### config.mk
export PLATFORM = sky130hd
export DESIGN_NAME = ps2_kbd_rx
export DESIGN_NICKNAME = d
export VERILOG_FILES = /design/src/rtl/ps2_pkg.sv /design/src/rtl/ps2_filter.sv /design/src/rtl/ps2_kbd_rx.sv
export SDC_FILE = /design/constraint.sdc
export NUM_CORES = 1
export LEC_CHECK = 0
export CAP_MARGIN = 20
export CORE_MARGIN = 1
export CORE_UTILIZATION = 35
export DETAILED_ROUTE_END_ITERATION = 10
export GPL_ROUTABILITY_DRIVEN = 0
export PLACE_DENSITY = 0.61
export REMOVE_ABC_BUFFERS = 1
export SETUP_SLACK_MARGIN = 0.5
export SYNTH_ARGS = -nofsm -noshare
export SYNTH_HDL_FRONTEND = slang
export SYNTH_HIERARCHICAL = 1
export SYNTH_SLANG_ARGS = --single-unit
### constraint.sdc
create_clock -name clk -period 3.2 [get_ports clk]
set_clock_uncertainty 0.1 [all_clocks]
set_input_delay 0.64 -clock clk [delete_from_list [all_inputs] [get_ports clk]]
set_output_delay 0.64 -clock clk [all_outputs]
set_load 0.02 [all_outputs]
### src/rtl/ps2_pkg.sv
// Shared constants, FSM encoding and event packing for the PS/2 keyboard receiver.
package ps2_pkg;

  localparam logic [7:0] PS2_EXT = 8'hE0;
  localparam logic [7:0] PS2_REL = 8'hF0;

  localparam int EV_REL = 9;
  localparam int EV_EXT = 8;

  typedef enum logic [1:0] {
    IDLE   = 2'd0,
    DATA   = 2'd1,
    PARITY = 2'd2,
    STOP   = 2'd3
  } ps2_state_t;

  function automatic logic [15:0] make_event(input logic rel, input logic ext,
                                             input logic [7:0] code);
    logic [15:0] ev;
    ev         = '0;
    ev[7:0]    = code;
    ev[EV_EXT] = ext;
    ev[EV_REL] = rel;
    return ev;
  endfunction

endpackage

### src/rtl/ps2_filter.sv
// Two-flop synchroniser followed by a stability filter; idles high like the PS/2 lines.
module ps2_filter #(
  parameter int FILTER_COUNT = 19,
  parameter int FILTER_WIDTH = 5
) (
  input  logic clk,
  input  logic rst_n,
  input  logic pin,
  output logic filt
);

  logic                    sync1;
  logic                    sync2;
  logic [FILTER_WIDTH-1:0] cnt;

  // The output only follows after FILTER_COUNT+1 consecutive differing samples
  always_ff @(posedge clk) begin
    if (!rst_n) begin
      sync1 <= 1'b1;
      sync2 <= 1'b1;
      cnt   <= '0;
      filt  <= 1'b1;
    end else begin
      sync1 <= pin;
      sync2 <= sync1;
      if (sync2 == filt) begin
        cnt <= '0;
      end else if (cnt == FILTER_WIDTH'(FILTER_COUNT)) begin
        filt <= sync2;
        cnt  <= '0;
      end else begin
        cnt <= cnt + FILTER_WIDTH'(1);
      end
    end
  end

endmodule

### src/rtl/ps2_kbd_rx.sv
// PS/2 keyboard receiver: filtered frame decoder, E0/F0 prefix folding and a show-ahead event FIFO.
module ps2_kbd_rx
  import ps2_pkg::*;
#(
  parameter int FILTER_COUNT   = 19,
  parameter int FILTER_WIDTH   = 5,
  parameter int FIFO_DEPTH     = 8,
  parameter int TIMEOUT_CYCLES = 100000,
  parameter int TIMEOUT_WIDTH  = 17
) (
  input  logic        clk,
  input  logic        rst_n,
  input  logic        ps2_clk,
  input  logic        ps2_data,
  input  logic        ren,
  output logic [15:0] data,
  output logic        ready,
  output logic        overflow,
  output logic        frame_err
);

  localparam int ADDR_W = $clog2(FIFO_DEPTH);
  localparam int PTR_W  = ADDR_W + 1;

  logic clk_f;
  logic data_f;
  logic clk_prev;
  logic fall;

  ps2_filter #(.FILTER_COUNT(FILTER_COUNT), .FILTER_WIDTH(FILTER_WIDTH)) u_clk_filter (
    .clk(clk), .rst_n(rst_n), .pin(ps2_clk), .filt(clk_f)
  );

  ps2_filter #(.FILTER_COUNT(FILTER_COUNT), .FILTER_WIDTH(FILTER_WIDTH)) u_data_filter (
    .clk(clk), .rst_n(rst_n), .pin(ps2_data), .filt(data_f)
  );

  always_ff @(posedge clk) begin
    if (!rst_n) clk_prev <= 1'b1;
    else        clk_prev <= clk_f;
  end

  assign fall = clk_prev & ~clk_f;

  ps2_state_t              state;
  logic [2:0]              bitcnt;
  logic [7:0]              shift_reg;
  logic                    par_bit;
  logic [TIMEOUT_WIDTH-1:0] tcnt;
  logic                    rx_valid;
  logic [7:0]              rx_byte;
  logic                    timeout;

  // Frame decoder; a fall always wins over a timeout landing on the same cycle
  always_ff @(posedge clk) begin
    if (!rst_n) begin
      state     <= IDLE;
      bitcnt    <= '0;
      shift_reg <= '0;
      par_bit   <= 1'b0;
      tcnt      <= '0;
      rx_valid  <= 1'b0;
      rx_byte   <= '0;
      frame_err <= 1'b0;
      timeout   <= 1'b0;
    end else begin
      rx_valid  <= 1'b0;
      frame_err <= 1'b0;
      timeout   <= 1'b0;
      if (state == IDLE || fall) tcnt <= '0;
      else                       tcnt <= tcnt + TIMEOUT_WIDTH'(1);

      if (fall) begin
        case (state)
          IDLE: begin
            if (!data_f) begin
              state  <= DATA;
              bitcnt <= '0;
            end else begin
              frame_err <= 1'b1;
            end
          end
          DATA: begin
            shift_reg <= {data_f, shift_reg[7:1]};
            bitcnt    <= bitcnt + 3'd1;
            if (bitcnt == 3'd7) state <= PARITY;
          end
          PARITY: begin
            par_bit <= data_f;
            state   <= STOP;
          end
          STOP: begin
            if (data_f && ((^shift_reg) ^ par_bit)) begin
              rx_valid <= 1'b1;
              rx_byte  <= shift_reg;
            end else begin
              frame_err <= 1'b1;
            end
            state <= IDLE;
          end
          default: state <= IDLE;
        endcase
      end else if (state != IDLE && tcnt == TIMEOUT_WIDTH'(TIMEOUT_CYCLES - 1)) begin
        state     <= IDLE;
        frame_err <= 1'b1;
        timeout   <= 1'b1;
      end
    end
  end

  logic        ext_flag;
  logic        rel_flag;
  logic        push;
  logic [15:0] push_word;

  // Prefix bytes only arm flags; a frame error leaves them armed, a timeout does not
  always_ff @(posedge clk) begin
    if (!rst_n) begin
      ext_flag  <= 1'b0;
      rel_flag  <= 1'b0;
      push      <= 1'b0;
      push_word <= '0;
    end else begin
      push <= 1'b0;
      if (timeout) begin
        ext_flag <= 1'b0;
        rel_flag <= 1'b0;
      end else if (rx_valid) begin
        if (rx_byte == PS2_EXT) begin
          ext_flag <= 1'b1;
        end else if (rx_byte == PS2_REL) begin
          rel_flag <= 1'b1;
        end else begin
          push      <= 1'b1;
          push_word <= make_event(rel_flag, ext_flag, rx_byte);
          ext_flag  <= 1'b0;
          rel_flag  <= 1'b0;
        end
      end
    end
  end

  logic [15:0]      mem [FIFO_DEPTH];
  logic [PTR_W-1:0] wr_ptr;
  logic [PTR_W-1:0] rd_ptr;
  logic             empty;
  logic             full;
  logic             pop;
  logic             do_write;
  logic             drop;

  assign empty    = (wr_ptr == rd_ptr);
  assign full     = (wr_ptr[ADDR_W] != rd_ptr[ADDR_W]) &&
                    (wr_ptr[ADDR_W-1:0] == rd_ptr[ADDR_W-1:0]);
  assign pop      = ren & ~empty;
  assign do_write = push & (~full | pop);
  assign drop     = push & full & ~pop;
  assign ready    = ~empty;
  assign data     = empty ? 16'h0000 : mem[rd_ptr[ADDR_W-1:0]];

  always_ff @(posedge clk) begin
    if (do_write) mem[wr_ptr[ADDR_W-1:0]] <= push_word;
  end

  always_ff @(posedge clk) begin
    if (!rst_n) begin
      wr_ptr   <= '0;
      rd_ptr   <= '0;
      overflow <= 1'b0;
    end else begin
      if (do_write) wr_ptr <= wr_ptr + PTR_W'(1);
      if (pop)      rd_ptr <= rd_ptr + PTR_W'(1);
      if (drop)     overflow <= 1'b1;
      else if (pop) overflow <= 1'b0;
    end
  end

endmodule
* Word level (Yosys, flattened, before mapping) *
Memory sizes are Yosys's and may differ from the RTL's. A register that Yosys moved wholly into a read port is not among the register bits.
Index checks and enable logic that the tools add are counted.

word-level totals
  memories kept = 1
  memory bits (writable) = 80
  bits of input ports = 5
  output and inout bits = 19
  logic and storage cells = 119
  register bits after elaboration = 81

cells by class
  bitwise logic cells = 18
  add/subtract/negate cells = 6
  equal/unequal tests = 18
  reduce and logical (&&, ||, !) cells = 27
  mux-type cells = 24

memories
  name  depth  bits a word  read ports  clocked after Yosys merged registers in  write ports  line               text
  mem   8      10           1           1                                        1            ps2_kbd_rx.sv:143  logic [15:0] mem [FIFO_DEPTH];

operator list
  cell                     count
  $add A17 B1 Y17 const B  1
  $eq A17 B17 Y1 const B   1
  $eq A8 B8 Y1 const B     2
  $mux W16                 1
  $mux W1                  13
  $reduce_and A2 Y1        6
  $reduce_and A3 Y1        4
  $not A1 Y1               11
  $add A5 B1 Y5 const B    2
  $eq A5 B5 Y1 const B     2
  $mux W3                  3
  $add A4 B1 Y4 const B    2
  $mux W2                  4
  $pmux W2 S4              1
  $reduce_bool A2 Y1       4
  $reduce_xor A8 Y1        1
  $ne A3 B3 Y1 const B     2
  $pmux W3 S2              1
  $reduce_or A2 Y1         3
  $reduce_or A3 Y1         2
  $and A1 B1 Y1            5
  $eq A2 B2 Y1 const B     2
  $eq A4 B4 Y1             1
  $ne A2 B2 Y1 const B     2
  other kinds (14)         17

* Longest topological paths before layout *
  depth after elaboration = 7
  mapped depth = 8
  depth with buffers taken out = 7

* By module *
The synthesis kept the hierarchy.

modules (own cells, without submodules)
  module      area each (µm²)  seq. area each (µm²)  cells each  times used
  ps2_kbd_rx  5975.7           3763.6                449         1
  ps2_filter  347.8            160.2                 31          2

* Least setup slack after synthesis *
OpenSTA, ideal clock, no wires.

  path kind = input to register
  start = in ren
  end = mem mem[0][0] (netlist name), enable pin
  cell stages on the path = 3
  arrival time = 1938 ps
  setup slack = 758 ps
  required time = 2696 ps
  buffers on the path = 0
  cells stage by stage = or2_2 > o21ai_1 > nor4_1

between the ends
  word-level cells in the longest chain between the ends = 5

RTL lines
  what                           line               text
  from (decl)                    ps2_kbd_rx.sv:15   input logic ren,
  $and A1 B1 Y1                  ps2_kbd_rx.sv:155  assign pop = ren & ~empty;
  $or A1 B1 Y1                   ps2_kbd_rx.sv:156  assign do_write = push & (~full | pop);
  $and A1 B1 Y1                  ps2_kbd_rx.sv:156
  $mux W1                        ps2_kbd_rx.sv:162  if (do_write) mem[wr_ptr[ADDR_W-1:0]] <= push_word;
  $mux W1 (not written as such)  ps2_kbd_rx.sv:162
  to (decl)                      ps2_kbd_rx.sv:143

Every way passes these cells.

==> summary.md <==
| Metric | Value |
|---|---|
| Tcrit/Tclk final | `0.841` |
| Post-cts hold buffer count | `0` |
| Syn Area/Cell | `13.1 sq um` |
| Post-detail-place hpwl | `~7600 microns` |
| I/O Buffers | `17` |
| DRC errors left | `0` |
| Highest clock rate | `between 300 and 400 MHz` |
| Clock sink total | `164` |
| Worst EP required | `2.46 ns` |
| Num CTS Buffers | `17` |
| Initial drt markers | `154` |
| Mapped Cells | `511` |
| Share of cells above drive strength 1 | `0.195` |
| Die X | `140 microns` |
| #FFs+latches synth | `164` |
| Register area share after synthesis | `0.612` |
| CTS root buf | `clkbuf_16` |
| Die Y | `140 microns` |
| Yosys warnings | `6` |
| Worst path depth | `5` |
| CP max stage cell | `mux4_2` |
| Simple-Gate Fraction of Synth Area | `0.137` |
| Post-Syn Area | `0.00667 sq mm` |
| Asr flop ratio synth | `0` |
| Number of flip-flops in the largest register | `80` |
| Count of cell types in the netlist | `49` |
| Top-count cell post-synth | `dfxtp_1` |
| Number of global-route vias before repair | `3877` |
| Hold Crit Class | `register to register` |
| Max-cap check violation count | `0` |
| # diodes | `0` |
| Length in cells of the worst reg-to-reg path | `4` |
| Starting Density | `0.357` |
| Commonest register cell after synthesis | `dfxtp_1` |
| Setup TNS | `0 ns` |
| Crit path cell chain | `clkbuf_16 > mux4_2 > mux2i_2 > nor2_1 > buf_4` |
| Pin count of the biggest net entering global routing | `37` |
| Outcome | `finished clean` |
| Crit path largest cell delay | `0.51 ns` |
| Nets | `roughly 570` |
| Top Ports | `24` |
| Global-route wire length before repair | `approximately 20000 microns` |
| Global route total overflow | `0` |
| Unrepaired setup endpoints after global routing | `yes` |
| Static leakage | `between 2 and 3 nW` |
| Std cell rows | `50` |
| Clock transition at the registers of the reported paths | `approximately 0.070 ns` |
| Post-Place Cell Area | `a little over 0.007 sq mm` |
| XOR/XNOR Fraction of Synth Area | `0.0505` |
| Crit path arrival time | `1.95 ns` |
| Area added between synthesis and finish | `17.3%` |
| Synth top area share | `0.360` |
| Clock tree buffer depth | `2` |
| Slew HR | `0.353` |
| Final instance area | `just under 0.008 sq mm` |
| Final Setup Violations | `0` |
| Clk_lat worst skew | `0.42 ns` |
| DRT antenna net count | `0` |
| EDFF count, synth | `80` |
| Complex-gate fraction of the synthesized area | `0.0238` |
| Pwr Density | `523 mW/mm^2` |
| Hold Path Cell Cnt | `1` |
| Post-layout minimum cycle time | `approximately 2.7 ns` |
| Routed WL | `between 10000 and 15000 microns` |
| Critical path's top delay family | `multiplexers` |
| Critical path buffers and inverters | `2` |
| TritonRoute pass-1 iters | `4` |
| R2r setup slk | `between 1 and 1.5 ns` |
| Dominant cell type by area after synthesis | `edfxtp_1` |
| Crit path capture type | `output port` |
| Startpoint Class | `register` |
| Mux contribution to synthesized area | `0.129` |
| TritonCTS clock tree | `built` |
| Die Area | `roughly 0.020 sq mm` |
| Routed vias | `3820` |
| Path type of the worst setup path | `register to output port` |
| Commonest cells post-synth | `84 x dfxtp_1, 80 x edfxtp_1, 67 x nor2_1, 41 x mux2i_1, 39 x nand2_1` |
| Max VDD drop | `approximately 0.34 mV` |
| Max Slew Vio Count | `0` |
| Global-route usage over all layers | `0.132` |
| Worst-margin pin slew | `0.967 ns` |
| Largest family of logic cells by synthesized area | `simple AND/OR/NAND/NOR gates` |
| Via density | `between 4 and 5` |
| Adder-cell share of the synthesized area | `0.0225` |
| H-tree depth | `4` |
| Wire length per cell | `about 15 microns` |
| Antenna violations before repair | `0` |
| Count of final hold-check violations | `0` |
| Synth top area cells | `edfxtp_1 36%, dfxtp_1 25%, mux4_2 6.8%` |
| Crit Path Max Fanout | `5` |
| CORE AREA | `0.0187 sq mm` |
-- stage by stage --
stage | hold slack (ns) | power [mW] | util | std cells | setup WS, ns
2_1_floorplan | 0.286 | 2.25 | - | 494 | 0.608
6_report | 0.314 | 4.09 | 0.419 | 797 | 0.509
3_5_place_dp | 0.298 | 2.27 | 0.383 | 759 | 0.440
5_1_grt | 0.340 | 4.23 | 0.419 | 797 | 0.379
3_3_place_gp | 0.292 | 2.26 | 0.383 | 759 | 0.491
4_1_cts | 0.320 | 4.15 | 0.417 | 794 | 0.378
-- logic make-up after synthesis --
logic type                 Yosys count
and+or+nand+nor                    177
DFF                                164
muxes                               61
xor gates and xnor gates            36
buffers and inverters               35
AOI/OAI and AO/OA                   25
adders and majority gates           12
other                                1
-- cells in the final DEF, fill, tap and decap left out, types with 4 or more instances in the layout --
| cell type | instances |
|---|---|
| clkinvlp_4 | 5 |
| a21oi_1 | 7 |
| mux2i_1 | 39 |
| clkdlybuf4s50_1 | 6 |
| nor2_1 | 67 |
| nor2_2 | 8 |
| buf_4 | 16 |
| buf_2 | 5 |
| dfxtp_1 | 79 |
| inv_6 | 5 |
| nor3_1 | 6 |
| mux4_2 | 20 |
| edfxtp_1 | 80 |
| nand3_1 | 13 |
| xor2_1 | 19 |
| dfxtp_4 | 4 |
| o21ai_0 | 4 |
| nand2_1 | 39 |
| conb_1 | 6 |
| clkbuf_16 | 18 |
| nand2b_1 | 8 |
| xnor2_1 | 15 |
| inv_1 | 12 |
| ha_1 | 12 |
-- where the power goes --
part,internal [mW],switching [mW],total [mW]
clock,1.01,0.865,1.88
combinational,0.00955,0.0250,0.0345
sequential,2.18,0.00147,2.18
-- final cells by class --
cell class	count	area (sq um)
fillers	1706	10900
flip-flops and latches	164	4100
multi-input cells	317	2460
clock buffers	18	429
repair buffers	37	382
well taps	234	293
clock inverters	14	118
inverters	13	48.8
-- layer usage --
layer / track usage / wire length [microns] / up-vias
li1: - / - / 1889
met1: 0.161 / 5370 / 1866
met2: 0.225 / 6100 / 56
met3: 0.0376 / 477 / 9
met4: 0.0399 / 116 / 0
met5: 0 / 0 / -
-- final timing paths --
kind                             startpoint                        endpoint
max                                register                         data[3]
min          u_data_filter/sync1$_SDFF_PN1_  u_data_filter/sync2$_SDFF_PN1_
max reg2reg          wr_ptr[3]$_SDFFE_PN0P_             mem[6][2]$_DFFE_PP_
min reg2reg  u_data_filter/sync1$_SDFF_PN1_  u_data_filter/sync2$_SDFF_PN1_
-- what timing repair did --
item / 4_1_cts / 5_1_grt
buffers inserted: 1 / 2
setup endpoints to repair: 11 / 11
endpoints found under the hold margin: 0 / 0
gates resized for setup: 35 / 24
pin swaps: 0 / 3
gates cloned: 2 / 1
-- worst register-to-register path: cells and delay by family, from the launching register on --
family,cells,cell delay (ns)
compound gates,1,0.14
flops,1,0.37
xor+xnor,1,0.14
simple gates,2,0.95
Note: power is estimated with default switching activity, not from simulation.
